### config.mk
export PLATFORM = sky130hd
export DESIGN_NAME = dense_result_streamer
export DESIGN_NICKNAME = d
export VERILOG_FILES = /design/src/rtl/dense_pkg.sv /design/src/rtl/dense_idx_counter.sv /design/src/rtl/dense_result_streamer.sv
export SDC_FILE = /design/constraint.sdc
export NUM_CORES = 1
export LEC_CHECK = 0
export ABC_AREA = 1
export CORE_MARGIN = 5
export CORE_UTILIZATION = 55
export CTS_BUF_LIST = sky130_fd_sc_hd__clkbuf_2
export CTS_CLUSTER_SIZE = 14
export DETAILED_ROUTE_END_ITERATION = 8
export PLACE_DENSITY = 0.92
export SLEW_MARGIN = 25
export SYNTH_ARGS = -nofsm -noshare
export SYNTH_HDL_FRONTEND = slang
export SYNTH_SLANG_ARGS = --single-unit
### constraint.sdc
create_clock -name clk -period 4.6 [get_ports clk]
set_input_delay 1.15 -clock clk [delete_from_list [all_inputs] [get_ports clk]]
set_output_delay 1.15 -clock clk [all_outputs]
set_load 0.02 [all_outputs]
### src/rtl/dense_pkg.sv
// Shared types and helpers for the dense layer datapath.
// Holds default Q8.8 widths, the streamer FSM state enum and the ReLU helper.
package dense_pkg;

    localparam int DENSE_WIDTH = 16;
    localparam int DENSE_FRAC  = 8;
    localparam int DENSE_MAXW  = 64;

    typedef enum logic {
        IDLE,
        STREAM
    } stream_state_e;

    // ReLU on a value of w significant bits, zero-extended into a 64-bit word.
    // Anything with its sign bit set becomes zero; everything else passes.
    function automatic logic [DENSE_MAXW-1:0] relu_fx(
        input logic [DENSE_MAXW-1:0] x,
        input int unsigned           w,
        input logic                  en
    );
        relu_fx = x;
        if (en && x[6'(w - 1)]) begin
            relu_fx = '0;
        end
    endfunction

endpackage

### src/rtl/dense_idx_counter.sv
// Nested batch/neuron index counter, neuron fastest, wrapping after [B-1][M-1].
// Ports: clk, rst_n, clr, inc in; batch, neuron, last out.
module dense_idx_counter #(
    parameter  int B  = 2,
    parameter  int M  = 3,
    localparam int BW = (B > 1) ? $clog2(B) : 1,
    localparam int NW = (M > 1) ? $clog2(M) : 1
) (
    input  logic          clk,
    input  logic          rst_n,
    input  logic          clr,
    input  logic          inc,
    output logic [BW-1:0] batch,
    output logic [NW-1:0] neuron,
    output logic          last
);

    localparam logic [BW-1:0] BMAX = BW'(B - 1);
    localparam logic [NW-1:0] NMAX = NW'(M - 1);

    logic nwrap;

    assign nwrap = (neuron == NMAX);
    assign last  = nwrap && (batch == BMAX);

    always_ff @(posedge clk or negedge rst_n) begin
        if (!rst_n) begin
            batch  <= '0;
            neuron <= '0;
        end else if (clr) begin
            batch  <= '0;
            neuron <= '0;
        end else if (inc) begin
            if (last) begin
                batch  <= '0;
                neuron <= '0;
            end else if (nwrap) begin
                batch  <= batch + 1'b1;
                neuron <= '0;
            end else begin
                neuron <= neuron + 1'b1;
            end
        end
    end

endmodule

### src/rtl/dense_result_streamer.sv
// Snapshots a parallel result[B][M] array and drains it as a valid/ready stream.
// Ports: clk, rst_n, start, result, s_ready in; busy, s_valid, s_data, s_batch, s_neuron, s_last, done out.
module dense_result_streamer
    import dense_pkg::*;
#(
    parameter  int B     = 2,
    parameter  int M     = 3,
    parameter  int WIDTH = DENSE_WIDTH,
    parameter  int FRAC  = DENSE_FRAC,
    parameter  int RELU  = 0,
    localparam int BW    = (B > 1) ? $clog2(B) : 1,
    localparam int NW    = (M > 1) ? $clog2(M) : 1
) (
    input  logic                                clk,
    input  logic                                rst_n,
    input  logic                                start,
    input  logic signed [B-1:0][M-1:0][WIDTH-1:0] result,
    output logic                                busy,
    output logic                                s_valid,
    input  logic                                s_ready,
    output logic signed [WIDTH-1:0]             s_data,
    output logic [BW-1:0]                       s_batch,
    output logic [NW-1:0]                       s_neuron,
    output logic                                s_last,
    output logic                                done
);

    if (FRAC < 0 || FRAC >= WIDTH) begin : g_bad_frac
        $error("FRAC must lie in [0, WIDTH)");
    end

    stream_state_e state_q;
    stream_state_e state_d;

    logic [B-1:0][M-1:0][WIDTH-1:0] mem_q;
    logic [B-1:0][M-1:0][WIDTH-1:0] cap_val;
    logic                           cap;
    logic                           hs;
    logic                           streaming;
    logic                           cnt_last;
    logic                           done_q;

    assign streaming = (state_q == STREAM);
    assign hs        = streaming && s_ready;

    for (genvar bi = 0; bi < B; bi++) begin : g_b
        for (genvar mi = 0; mi < M; mi++) begin : g_m
            logic [DENSE_MAXW-1:0] rv;
            logic                  unused_hi;
            assign rv = relu_fx(DENSE_MAXW'(result[bi][mi]), WIDTH, RELU != 0);
            assign cap_val[bi][mi] = rv[WIDTH-1:0];
            assign unused_hi = ^rv[DENSE_MAXW-1:WIDTH];
        end
    end

    dense_idx_counter #(
        .B(B),
        .M(M)
    ) u_cnt (
        .clk   (clk),
        .rst_n (rst_n),
        .clr   (cap),
        .inc   (hs),
        .batch (s_batch),
        .neuron(s_neuron),
        .last  (cnt_last)
    );

    always_comb begin
        state_d = state_q;
        cap     = 1'b0;
        unique case (state_q)
            IDLE: begin
                if (start) begin
                    cap     = 1'b1;
                    state_d = STREAM;
                end
            end
            STREAM: begin
                if (s_ready && cnt_last) begin
                    state_d = IDLE;
                end
            end
            default: state_d = IDLE;
        endcase
    end

    always_ff @(posedge clk or negedge rst_n) begin
        if (!rst_n) begin
            state_q <= IDLE;
            done_q  <= 1'b0;
        end else begin
            state_q <= state_d;
            done_q  <= hs && cnt_last;
        end
    end

    always_ff @(posedge clk or negedge rst_n) begin
        if (!rst_n) begin
            mem_q <= '0;
        end else if (cap) begin
            mem_q <= cap_val;
        end
    end

    // Counters idle at [0][0], so masking the data keeps it zero outside STREAM.
    assign busy    = streaming;
    assign s_valid = streaming;
    assign s_last  = streaming && cnt_last;
    assign s_data  = streaming ? mem_q[s_batch][s_neuron] : '0;
    assign done    = done_q;

endmodule

== Word level (Yosys, flattened, before mapping) ==
Cells that the tools add are included.
Operators by class
  bitwise operators: 1
  reduce and logical (&&, ||, !) cells: 8
  muxes and demuxes: 17
  equal/unequal tests: 1
  add/sub/neg operators: 2
  order comparisons: 2
Operator list (count)
  $mux 48: 2
  $bmux 16 s2: 1
  $mux 16: 2
  $mux 2: 4
  $mux 1: 7
  $logic_and 1x1->1: 5
  $lt 2x3->1 const B: 1
  $reduce_bool 3->1: 1
  $add 2x1->2 const B: 1
  $eq 2x2->1 const B: 1
  $lt 1x2->1 const B: 1
  $pmux 1 s2: 1
  $reduce_and 2->1: 1
  $reduce_bool 2->1: 1
  $add 1x1->1 const B: 1
  $not 1->1: 1
Storage, ports and cells
  output and inout port bits: 23
  register bits: 101
  logic and storage cells: 41

== Longest topological paths before layout ==
  word-level depth: 5
  depth in mapped cells: 9

== By module ==
A second synthesis with hierarchy kept.
Unflattened totals
  cell total of the unflattened synthesis: 633
  area, all modules: 4926.0 um^2
By module, submodules not included
  dense_result_streamer: area each 4765.8 um^2, instances 1, cells an instance 614, seq. area each 2452.4 um^2
  dense_idx_counter: area each 160.2 um^2, instances 1, cells an instance 19, seq. area each 75.1 um^2

== Least setup slack after synthesis ==
Ideal clock, no wire load.
  path type: reg-to-output
  start point: reg u_cnt.batch
  end point: out s_data[5]
  cell stages (with the launch flop): 10
  data arrival time: 1.339 ns
  buffers on the path: 3
  setup slack: 2.111 ns
  path through: dfrtp_1 -> buf_2 -> inv_1 -> buf_4 -> buf_4 -> nand2_1 -> nand3_1 -> nand3_1 -> nand2_1 -> inv_1
On the way
  word-level cells in the longest chain between the ends: 5
RTL lines
  from (decl): RTL line dense_idx_counter.sv:13  | output logic [BW-1:0] batch,
  from (signal assigned): RTL line dense_idx_counter.sv:38  | batch <= batch + 1'b1;
  $mux 48 (implied by the code) (2 in a row): RTL line dense_result_streamer.sv:110  | assign s_data = streaming ? mem_q[s_batch][s_neuron] : '0;
  $bmux 16 s2: RTL line dense_result_streamer.sv:110
  $mux 16 (implied by the code): RTL line dense_result_streamer.sv:110
  $mux 16: RTL line dense_result_streamer.sv:110
  to (decl): RTL line dense_result_streamer.sv:21  | output logic signed [WIDTH-1:0] s_data,
Every way passes these cells. The select of a mux whose other input is x is not followed.

== Final worst setup path ==
  start point: reg u_cnt.neuron[0]
  end point: out s_data[12]
On the way
  word-level cells in the longest chain between the ends: 3
RTL lines
  from (decl): RTL line dense_idx_counter.sv:14  | output logic [NW-1:0] neuron,
  from (signal assigned): RTL line dense_idx_counter.sv:41  | neuron <= neuron + 1'b1;
  $bmux 16 s2: RTL line dense_result_streamer.sv:110
  $mux 16 (implied by the code): RTL line dense_result_streamer.sv:110
  $mux 16: RTL line dense_result_streamer.sv:110
Every way passes these cells. The select of a mux whose other input is x is not followed.

==> reports/qor.yml <==
yosys:
  yosysSeqAreaShare: 0.520
  synth_seq_cells: 101
  avgSynthCellArea_um2: 7.56
  yosysUniqueCellTypes: 17
  postSynthCellCount: 643
  synth_top_family_by_area: "simple AND/OR/NAND/NOR gates"
  synthMuxAreaShare: 0
  synth_xor_xnor_area_share: 0
  syn-num-nets: 743
  yosysWarningCount: 0
  synth_compound_area_frac: 0.0988
  synth-adder-area-share: 0
  syn_area_um2: 4860
  synthSimpleGateAreaFrac: 0.251
clock_network:
  cts_sinks: 101
  cts_resized: 0
  htreeDepth: 3
  clkSlewWorstSetupHoldPaths_ns: 0.28
  post_cts_buffers: 0
  tritoncts: "done"
  cts_hold_buf: 0
  clockBufferDepth: 2
  cts_made_buffers: 9
  insertion_delay_ns: 0.53
  cts_root_buf: "clkbuf_2"
cells_and_area:
  multi_input_area_um2: 1700
  final_area_um2: 6160
  nets: 844
  drive_gt1_frac: 0.0360
  regArea_um2: 2530
  n_antenna_cell: 0
  fin_util: 0.709
  area_growth_pct: 26.6
  fill_cells: 717
placement:
  place_congestion: 0.876
  dp_hpwl_mm: 9.87
  place_area_um2: 6060
  port_buffers: 122
floorplanning:
  start_util: 0.560
  dieArea_um2: 10800
  coreArea_um2: 8680
  io_pins: 123
  die_w_um: 104
  die_height_um: 104
  fp-row-count: 34
critical_path:
  endpoint_kind: "output port"
  required_ns: 3.45
  path_class: "reg2out"
  start_kind: "flip-flop"
  worst_ep_arrival_time_ns: 2.94
  cp_max_fo: 17
sta:
  finalSetupViolCount: 0
  finalCritPeriodShare: 0.890
  worst_clock_skew_ns: 0.0203
  max_freq_ghz: 0.244
  slew_headroom: 0.369
  drv_slew: 0
  hold_viol: 0
  worstMarginPinSlew_ns: 0.946
  grt_setup_unrepaired: "false"
  fin_crit_ns: 4.09
  fin_tns_setup_ns: 0
global_route:
  overflow: 0
  grt_pass1_wl_mm: 21.9
  antenna_found_initial: 0
  grt_start_max_net_pins: 88
  grt_util_all_layers: 0.249
  grt_pass1_vias: 4462
pwr:
  power.density_nw_per_um2: 660
  fin_total_pwr_mw: 4.06
  p_leak_nw: 3.03
  pwr-share-clk: 0.094
  p_sw_frac: 0.452
  p_seq_frac: 0.365
  p_int_mw: 2.22
  pwr-share-comb: 0.541
  power_switching_mw: 1.84
  ir_drop_uv: 587
detailed_routing:
  viasPerCell: 5.19
  drtPass1Iterations: 5
  drc: 0
  antenna_left: 0
  wl_per_cell_um: 15.6
  routed_wl_mm: 13.4
  vias: 4446
  first_iter_violations: 379
outcome:
  status: "complete, no violations"
run:
  maxCapViolations: 0
hold_path:
  hold_path_class: "reg2reg"
## area by class of cell
type | count | area share
inverters | 115 | 0.0701
multi-input cells | 390 | 0.276
well taps | 108 | 0.0220
clock inverters | 7 | 0.00793
repair buffers | 127 | 0.206
flip-flops and latches | 101 | 0.411
clock buffers | 9 | 0.00732
## cells in the final DEF (no fill, tap or decap), drive strengths merged
cell type,n
a21oi,2
buf,6
clkbuf,9
clkdlybuf4s50,121
clkinv,5
dfrtp,101
inv,117
nand2,223
nand3,64
nor2,6
nor3,1
o21ai,94
## per-layer routing
layer  GRT usage  vias to the layer above  part of all wire
li1            -                     2149                 -
met1       0.336                     2086              0.42
met2       0.396                      191              0.47
met3      0.0658                       20             0.085
met4      0.0722                        0             0.020
met5           0                        -                 0
## worst max-delay path, cell delays in order (launching register included)
cell	delay (ns)
dfrtp_1	0.53
nor2_2	0.69
nand3_1	0.29
nand3_1	0.16
nand2_1	0.06
inv_1	0.09
clkdlybuf4s50_1	0.60
## worst paths after layout
path	from	end	slack (ns)	cells past startpoint
min in group asynchronous	rst_n	mem_q[27]$_DFFE_PN0P_	0.64	1
worst min-delay path	mem_q[78]$_DFFE_PN0P_	mem_q[78]$_DFFE_PN0P_	0.52	2
worst max register to register	busy$_DFF_PN0_	mem_q[70]$_DFFE_PN0P_	2.21	4
max in group asynchronous	rst_n	mem_q[30]$_DFFE_PN0P_	2.96	2
worst max-delay path	u_cnt.neuron[0]$_DFFE_PN0P_	s_data[12]	0.51	6
worst min register to register	mem_q[78]$_DFFE_PN0P_	mem_q[78]$_DFFE_PN0P_	0.52	2
## through the flow
step | hold WS [ns] | setup WS (ns) | instances
3_3_place_gp | 0.457 | 1.22 | 841
4_1_cts | 0.525 | 0.572 | 857
6_report | 0.522 | 0.508 | 857
2_1_floorplan | 0.442 | 2.11 | 643
5_1_grt | 0.549 | 0.386 | 857
3_5_place_dp | 0.469 | 1.22 | 841
## registers in the layout, indices dropped and copies added, names as in the netlist
signal and flops:
busy 1, done 1, mem_q 96, u_cnt.batch 1
u_cnt.neuron 2
## power groups by stage
stage	Sequential, mW	Clock [mW]	Combinational [mW]
2_1_floorplan	1.46	0	1.39
5_1_grt	1.52	0.422	2.44
4_1_cts	1.48	0.384	2.18
3_3_place_gp	1.48	0	2.12
3_5_place_dp	1.50	0	2.17
6_report	1.48	0.383	2.20
## Yosys cell counts
master,instances,area (µm²)
a21oi_1,2,10.0
buf_1,1,3.75
buf_2,8,40.0
buf_4,15,113
clkbuf_1,13,48.8
dfrtp_1,101,2530
inv_1,113,424
inv_2,2,7.51
nand2_1,223,837
nand3_1,64,320
nor2_1,2,7.51
nor2_2,1,6.26
nor2_4,2,22.5
nor2_8,1,20.0
nor3_1,1,5.00
o21ai_0,86,430
o21ai_1,8,40.0
## cells by family (layout without fill, tap and decap cells)
group,count (synthesis),after routing
buf+inv,152,258
simple gates,294,294
compound gates,96,96
flops,101,101
Note: power is estimated with default switching activity, not from simulation.
